--- config.mk ---
export PLATFORM = sky130hd
export DESIGN_NAME = key_debounce_array
export DESIGN_NICKNAME = d
export VERILOG_FILES = /design/src/rtl/key_debounce_pkg.sv /design/src/rtl/key_debounce_ch.sv /design/src/rtl/key_debounce_array.sv
export SDC_FILE = /design/constraint.sdc
export NUM_CORES = 1
export LEC_CHECK = 0
export ABC_AREA = 1
export CAP_MARGIN = 5
export CELL_PAD_IN_SITES_DETAIL_PLACEMENT = 1
export CELL_PAD_IN_SITES_GLOBAL_PLACEMENT = 2
export CORE_MARGIN = 1.5
export CORE_UTILIZATION = 37
export CTS_CLUSTER_DIAMETER = 80
export DETAILED_ROUTE_END_ITERATION = 7
export PLACE_DENSITY = 0.77
export SYNTH_ARGS = -nofsm -noshare
export SYNTH_HDL_FRONTEND = slang
export SYNTH_SLANG_ARGS = --single-unit
export TNS_END_PERCENT = 100
--- constraint.sdc ---
create_clock -name i_clk -period 2.2 [get_ports i_clk]
set_input_delay 0.22 -clock i_clk [delete_from_list [all_inputs] [get_ports i_clk]]
set_output_delay 0.22 -clock i_clk [all_outputs]
set_load 0.005 [all_outputs]
--- src/rtl/key_debounce_pkg.sv ---
// Shared types for the key debounce array.
// Holds the per-channel auto-repeat state and a width helper.
package key_debounce_pkg;

    typedef enum logic [1:0] {
        RELEASED = 2'd0,
        HOLD     = 2'd1,
        REPEAT   = 2'd2
    } rep_state_e;

    function automatic int max_int(input int a, input int b);
        return (a > b) ? a : b;
    endfunction

endpackage

--- src/rtl/key_debounce_ch.sv ---
// One debounced key channel: synchronizer, stability counter
// and auto-repeat state machine with registered pulses.
module key_debounce_ch
    import key_debounce_pkg::*;
#(
    parameter int DEB_CYCLES    = 250000,
    parameter int ACTIVE_LOW    = 1,
    parameter int REPEAT_DELAY  = 12500000,
    parameter int REPEAT_PERIOD = 2500000
) (
    input  logic clk,
    input  logic rst,
    input  logic in,
    input  logic repeat_en,
    output logic level,
    output logic neg,
    output logic pos,
    output logic neg_next
);

    localparam logic IDLE_LVL = (ACTIVE_LOW != 0);
    localparam int   CW = $clog2(DEB_CYCLES);
    localparam int   TW = $clog2(max_int(REPEAT_DELAY, REPEAT_PERIOD) + 1);

    logic          sync1;
    logic          sync2;
    logic          sample;
    logic          accept;
    logic          repeat_hit;
    logic [CW-1:0] cnt;
    logic [TW-1:0] timer;
    logic [TW-1:0] timer_end;
    rep_state_e    state;

    // sample is 1 when the key is pressed, whatever the pin polarity
    assign sample = sync2 ^ IDLE_LVL;
    assign accept = (sample != level) && (cnt == CW'(DEB_CYCLES - 1));

    always_comb begin
        timer_end  = (state == REPEAT) ? TW'(REPEAT_PERIOD - 1)
                                       : TW'(REPEAT_DELAY - 1);
        repeat_hit = (state != RELEASED) && repeat_en &&
                     (timer == timer_end) && !accept;
        neg_next   = (accept && sample) || repeat_hit;
    end

    always_ff @(posedge clk) begin
        if (rst) begin
            sync1 <= IDLE_LVL;
            sync2 <= IDLE_LVL;
            cnt   <= '0;
            level <= 1'b0;
            neg   <= 1'b0;
            pos   <= 1'b0;
            timer <= '0;
            state <= RELEASED;
        end else begin
            sync1 <= in;
            sync2 <= sync1;
            neg   <= neg_next;
            pos   <= accept && !sample;
            if (sample == level || accept) cnt <= '0;
            else                           cnt <= cnt + CW'(1);
            if (accept) level <= sample;
            case (state)
                RELEASED: begin
                    timer <= '0;
                    if (accept && sample) state <= HOLD;
                end
                HOLD, REPEAT: begin
                    if (accept) begin
                        timer <= '0;
                        state <= RELEASED;
                    end else if (!repeat_en) begin
                        timer <= '0;
                    end else if (repeat_hit) begin
                        timer <= '0;
                        state <= REPEAT;
                    end else begin
                        timer <= timer + TW'(1);
                    end
                end
                default: begin
                    timer <= '0;
                    state <= RELEASED;
                end
            endcase
        end
    end

endmodule

--- src/rtl/key_debounce_array.sv ---
// Array of independent debounced keys with auto-repeat.
// o_any is registered alongside the per-channel press pulses.
module key_debounce_array #(
    parameter int N_CH          = 4,
    parameter int DEB_CYCLES    = 250000,
    parameter int ACTIVE_LOW    = 1,
    parameter int REPEAT_DELAY  = 12500000,
    parameter int REPEAT_PERIOD = 2500000
) (
    input  logic            i_clk,
    input  logic            i_rst,
    input  logic [N_CH-1:0] i_in,
    input  logic [N_CH-1:0] i_repeat_en,
    output logic [N_CH-1:0] o_level,
    output logic [N_CH-1:0] o_neg,
    output logic [N_CH-1:0] o_pos,
    output logic            o_any
);

    logic [N_CH-1:0] neg_next;

    for (genvar g = 0; g < N_CH; g++) begin : g_ch
        key_debounce_ch #(
            .DEB_CYCLES   (DEB_CYCLES),
            .ACTIVE_LOW   (ACTIVE_LOW),
            .REPEAT_DELAY (REPEAT_DELAY),
            .REPEAT_PERIOD(REPEAT_PERIOD)
        ) u_ch (
            .clk      (i_clk),
            .rst      (i_rst),
            .in       (i_in[g]),
            .repeat_en(i_repeat_en[g]),
            .level    (o_level[g]),
            .neg      (o_neg[g]),
            .pos      (o_pos[g]),
            .neg_next (neg_next[g])
        );
    end

    always_ff @(posedge i_clk) begin
        if (i_rst) o_any <= 1'b0;
        else       o_any <= |neg_next;
    end

endmodule

==> metrics.txt <==
status=completed; Starting Density=37.5%; clk root buf=clkbuf_16; GR Util All Layers=18.6%; Hold Crit Start=i_in[1]; Avg WL per Cell=13.7 um; Max Cap Violations=0; cts hold-fix bufs=0; Area contributors post-synth=dfxtp_1, nand2_1, nor2_1; worst clock skew=14.3 ps; worst path cell trace=ha_1 -> nand2_2 -> nor2_4 -> nand2_2 -> inv_2 -> nand4_1 -> nand2_1 -> nand4_4 -> a21oi_1; pre-CTS setup slack=136 ps; Fin Setup TNS=0 ps; drt first pass iters=4; port buffer count=22; RSZ-0062 raised after global routing=no; DR vias/cell=4.79; fraction of registers with async set/reset=0%; Peak VDD IR=500 uV; WP data required=2570 ps; worst-margin pin slew=468 ps; utilization after layout=41.6%; count leader, synth=nand2_1; largest net degree at the start of global routing=25; number of H-tree levels=4; Worst Setup SP=g_ch[2].u_ch.cnt[0]$_SDFF_PP0_; final slew viol count=0; Bufs on Longest Clock Path=2; Synth area leader=dfxtp_1; Max FO, Critical Path=12; Hold Fails Final Rpt=0; Cells after Synth=1446; GP Congestion=0.789; CTS buffer count=17; First DRT Iteration DRCs=293; Core Box Area=27800 um2; Sinks on Clock Net=197; TritonCTS clock tree=built; Worst path most repeated cell=nand2_2; GR Overflow Total=0; initial antenna violation count=0; post-synthesis net count=1476; R2R Path Start=g_ch[2].u_ch.cnt[0]$_SDFF_PP0_; Area Overhead vs Synth=10.8%; Cell Area, Synth=10400 um2; final worst-path cycle share=87.9%; ANT nets after route=0; slowest stage delay, CP=380 ps; worst min-delay path class=in -> reg; prevailing post-synth register cell=dfxtp_1; DP Wirelength=19.5 mm; count of cell types in the netlist=45; Seq/Total Area, Yosys=37.8%; final setup margin=266 ps; Slew headroom=68.5%; cts repair resizes=0; Worst setup EP type=flip-flop; power per cell area=645 nW/um2; die height=171 um; share of post-route cells with drive strength above 1=12.5%; # rows=61; vias in the first global route=9095; EDFF count, synth=0; worst-skew pair later-pin latency=440 ps; die area=29200 um2; CTS clk-pin slew, worst paths=80 ps; crit path launch type=flip-flop; total wire length after detailed routing=25.5 mm; f_max=517 MHz; mean area per synthesized cell=7.21 um2; postcts setup bufs=0; synthesized flop and latch total=197; crit path DAT=2300 ps; Antenna diodes=0; vias after detailed routing=8881; IO Pins=23; share of the synthesized area in the top cell type=37.8%; top cells by count, synth=nand2_1, nor2_1, dfxtp_1; type of the worst setup path=reg -> reg; nets=1495; fin crit period=1930 ps; Die X-Extent=171 um; LEAKAGE=3.97 nW; synth warn=0; global-route wire length before repair=43.4 mm; Residual DRC=0; Final setup viols=0; Slowest cell on crit path=dfxtp_1
==> critical path: cells and delay by family (launching register included) <==
family / cells / cell delay, ps
buffers and inverters: 1 / 60
DFF: 1 / 380
adders and majority gates: 1 / 200
AOI/OAI and AO/OA: 1 / 220
and+or+nand+nor: 6 / 990
==> per-layer routing <==
metal	global-route usage, %	up-vias	share of wire [%]
met5	0	-	0
met4	4.65	0	0.86
met3	3.08	11	1.9
met2	32.9	61	49
met1	23.5	4184	48
li1	-	4625	-
==> per-stage QoR <==
stage                     instance area, um2  cells  power, W  hold WS [ps]
final                                  11600   1856   0.00745           334
after global routing                   11600   1856   0.00783           315
after floorplan                        10400   1446   0.00423           324
after detailed placement               10900   1823   0.00436           400
after global placement                 10900   1823   0.00434           390
after CTS                              11500   1855   0.00755           312
==> worst paths after layout <==
check / slack, ps / end / cells after the start
worst max-delay path: 270 / g_ch[2].u_ch.timer[12]$_SDFF_PP0_ / 9
worst min register to register: 410 / g_ch[1].u_ch.sync2$_SDFF_PP1_ / 1
worst min-delay path: 330 / g_ch[1].u_ch.sync1$_SDFF_PP1_ / 2
worst max register to register: 270 / g_ch[2].u_ch.timer[12]$_SDFF_PP0_ / 9
==> flip-flops by register name (all words and copies together), names as in the netlist <==
signal           flops
g_ch.u_ch.timer     96
g_ch.u_ch.cnt       72
g_ch.u_ch.state      8
g_ch.u_ch.level      4
g_ch.u_ch.neg        4
g_ch.u_ch.pos        4
g_ch.u_ch.sync1      4
g_ch.u_ch.sync2      4
o_any                1
==> final cells by class <==
| cell class | instances | area [um2] |
|---|---|---|
| timing repair buffer | 28 | 278 |
| tap | 378 | 473 |
| inverter | 198 | 748 |
| clock buffer | 19 | 443 |
| sequential | 197 | 3940 |
| multi-input combinational | 1023 | 5530 |
| clock inverter | 13 | 139 |
| fill | 3545 | 16200 |
==> cells by family after synthesis <==
kind of cell             after synthesis  synth area share, %
AO/OA/AOI/OAI                        105                 5.83
XOR/XNOR                              77                 6.47
adder cells (fa/ha/maj)               20                 2.40
buffers and inverters                227                 9.41
flip-flops                           197                 37.8
AND/OR/NAND/NOR                      820                 38.1
==> where the power goes <==
group | switching, W | total (W) | internal [W]
clock network | 0.00151 | 0.00314 | 0.00163
logic | 0.000457 | 0.000654 | 0.000197
registers | 0.0000393 | 0.00366 | 0.00362
==> cells in the final DEF (no fill, tap or decap), types with 5 or more instances in the layout <==
cell             count
o21ai_0             25
clkdlybuf4s50_1     22
nor2_1             243
a21oi_2             17
or2_2               23
dfxtp_1            197
xor2_1              60
nand2_2             15
nand4_1             50
a21oi_1             51
inv_1              181
nand3_1             90
nand3_2             15
clkbuf_16           17
xnor2_1             17
inv_2               16
nor3b_1              6
nand3b_1             8
nand2_1            246
buf_4                5
nor3_1              48
nor2_2              35
nor3_2               6
ha_1                20
nor2_4              11
Note: power is estimated with default switching activity, not from simulation.
==> variant, RTL diff (same flow settings) <==
Register the input `i_in` before use. The logic sees it one clock later. The other inputs are not delayed to match.
--- a/src/rtl/key_debounce_array.sv
+++ b/src/rtl/key_debounce_array.sv
@@ -19,2 +19,8 @@
 
+    logic [N_CH-1:0] i_q;
+
+    always_ff @(posedge i_clk) begin
+        i_q <= i_in;
+    end
+
     logic [N_CH-1:0] neg_next;
@@ -30,3 +36,3 @@
             .rst      (i_rst),
-            .in       (i_in[g]),
+            .in       (i_q[g]),
             .repeat_en(i_repeat_en[g]),
Behaviour: same outputs for any inputs over 10 cycles, from zero or initial values and one cycle with i_rst high; that may be too few to reach the edited logic, so the function may still have changed.
==> variant against the original RTL <==
Routed wire length is 2.4% lower; area after synthesis is 4.4% lower; critical path depth is 2 higher; worst setup slack worse by 0.017 ns; sequential cell count is 4 higher; die area is 4.3% lower; design area is 1.4% lower; critical endpoint is now o_any$_SDFF_PP0_; largest cell class unchanged.
Power is not compared: it rests on default switching activity, and its combinational part moved more than twofold at a synthesized area within 25%.
==> variant: results (changes against the original RTL) <==
- Reg-to-Reg Start: g_ch[1].u_ch.cnt[0]$_SDFF_PP0_
- Crit-path max cell delay: 0.35 ns (-0.03 ns)
- Critical hold path startpoint: i_in[3]
- Ys async rst share: 0% (unchanged)
- Pint: 6.12 mW
- Clock Latency Late Sink: 0.51 ns (+0.07 ns)
- M3 GR Usage: 2.39% (-0.69 points)
- Max FO, Critical Path: 6 (-6)
- Setup slack, reg-to-reg: 0.25 ns (-0.02 ns)
- Clock buffer depth: 3 (+1)
- Synth top cells by count: 279 x nor2_1, 274 x nand2_1, 201 x dfxtp_1
- Initial antenna violation count: 0 (unchanged)
- Fraction of layout cells with a size suffix above 1: 7.58% (-4.9 points)
- Root Driver: clkbuf_16
- Max Clock Skew: 0.00657 ns (-0.00769 ns)
- TritonCTS buffer count: 24 (+7)
- DR vias/cell: 4.84 (+1.1%)
- Pleak: 3.94 nW
- GR Layer Usage met1: 24.9% (+1.4 points)
- Layout fillers: 3342 (-5.7%)
- DPL Wire Length: 18800 um (-3.2%)
- IO Port Bufs: 22 (unchanged)
- Routability Congestion: 0.791 (+0.25%)
- # diodes: 0 (unchanged)
- Cell variety after synth: 38 (-16%)
- First-pass GRT wire length: 42700 um (-1.7%)
- Hold Path Class: in2reg
- Clock transition at path regs: 0.06 ns (-0.02 ns)
- Max rail drop VDD: 0.000549 V
- Synth Flop Type: dfxtp_1
- Placed cell area: 10600 um^2 (-3.1%)
- Htree depth: 1 (-3)
- R2r worst-path depth: 11 (+2)
- Seq/Total Area, Yosys: 40.4% (+2.5 points)
- Outcome: finished, final reports clean
- Nets: 1481 (-0.94%)
- R2R Path End: o_any$_SDFF_PP0_
- Global routing usage on met2: 30.4% (-2.5 points)
- Routed length per placed instance: 13.8 um (+0.64%)
- Hold path depth: 1 (-1)
- Ys Warns: 0 (unchanged)
- Top Family by Delay on Critical Path: simple AND/OR/NAND/NOR gates
- Post-CTS Setup Bufs: 0 (unchanged)
- Top cell type's share of synthesized area: 40.4% (+2.5 points)
- Pin count of the biggest net entering global routing: 25 (unchanged)
- Worst-margin pin slew: 0.545 ns (+0.0772 ns)
- First-pass DRT Iterations: 4 (unchanged)
- Drt initial violations: 305 (+4.1%)
- Critical path arrival: 2.37 ns (+0.07 ns)
- Vias in the first global route: 8891 (-2.2%)
- Hold Path Sink: i_q[3]$_DFF_P_
- Biggest regs: g_ch.u_ch.timer (96), g_ch.u_ch.cnt (72), g_ch.u_ch.state (8)
- Cts repair resizes: 0 (unchanged)
- Slowest CP cell: dfxtp_1
- Syn_nets: 1446 (-2.0%)
- GRT Util Overall: 18.1% (-0.47 points)
- Top cells by area, synth: dfxtp_1 40%, nor2_1 11%, nand2_1 10%
[variant: routing by layer]
layer  vias to the layer above  wire length, um
met4                         0              432
met5                         -                0
met1                      4069            12600
met2                        56            11300
met3                        24              539
li1                       4560                -
[variant: final cells by class]
cell class | instances | share of cell area, %
Multi-Input combinational cell | 1006 | 44.7
Sequential cell | 201 | 35.3
Clock buffer | 37 | 6.59
Inverter | 180 | 5.93
Tap cell | 335 | 3.68
Timing Repair Buffer | 38 | 3.43
Clock inverter | 3 | 0.351
[variant: through the flow]
stage | instances | setup WS, ns | utilization, % | hold slack [ns] | power [mW]
6_report | 1800 | 0.249 | 43.4 | 0.146 | 7.70
5_1_grt | 1800 | 0.0268 | 43.4 | 0.146 | 8.02
4_1_cts | 1800 | 0.253 | 43.4 | 0.125 | 7.86
3_5_place_dp | 1760 | 0.268 | 40.3 | 0.399 | 3.82
3_3_place_gp | 1760 | 0.248 | 40.3 | 0.393 | 3.82
2_1_floorplan | 1416 | 0.587 | - | 0.248 | 3.77
[variant: logic make-up after synthesis]
family                   synth area share [%]
XOR/XNOR                                 6.50
buffers and inverters                    8.56
AND/OR/NAND/NOR                          36.4
flip-flops                               40.4
AO/OA/AOI/OAI                            5.66
adder cells (fa/ha/maj)                  2.51
[variant: worst max path at each step]
stage | startpoint | end
after CTS | g_ch[0].u_ch.cnt[0]$_SDFF_PP0_ | o_any$_SDFF_PP0_
after global placement | i_repeat_en[3] | g_ch[3].u_ch.timer[4]$_SDFF_PP0_
after global routing | g_ch[0].u_ch.cnt[0]$_SDFF_PP0_ | o_any$_SDFF_PP0_
after detailed placement | g_ch[0].u_ch.cnt[0]$_SDFF_PP0_ | o_any$_SDFF_PP0_
after floorplan | g_ch[0].u_ch.cnt[0]$_SDFF_PP0_ | g_ch[0].u_ch.state[1]$_SDFFE_PP0P_
final | g_ch[1].u_ch.cnt[0]$_SDFF_PP0_ | o_any$_SDFF_PP0_
[variant: power groups by stage]
stage	logic, mW	clock network (mW)	registers (mW)
2_1_floorplan	0.0371	0	3.74
3_3_place_gp	0.0770	0	3.74
3_5_place_dp	0.0783	0	3.74
4_1_cts	0.0789	4.12	3.66
5_1_grt	0.0869	4.27	3.66
6_report	0.0773	3.96	3.66
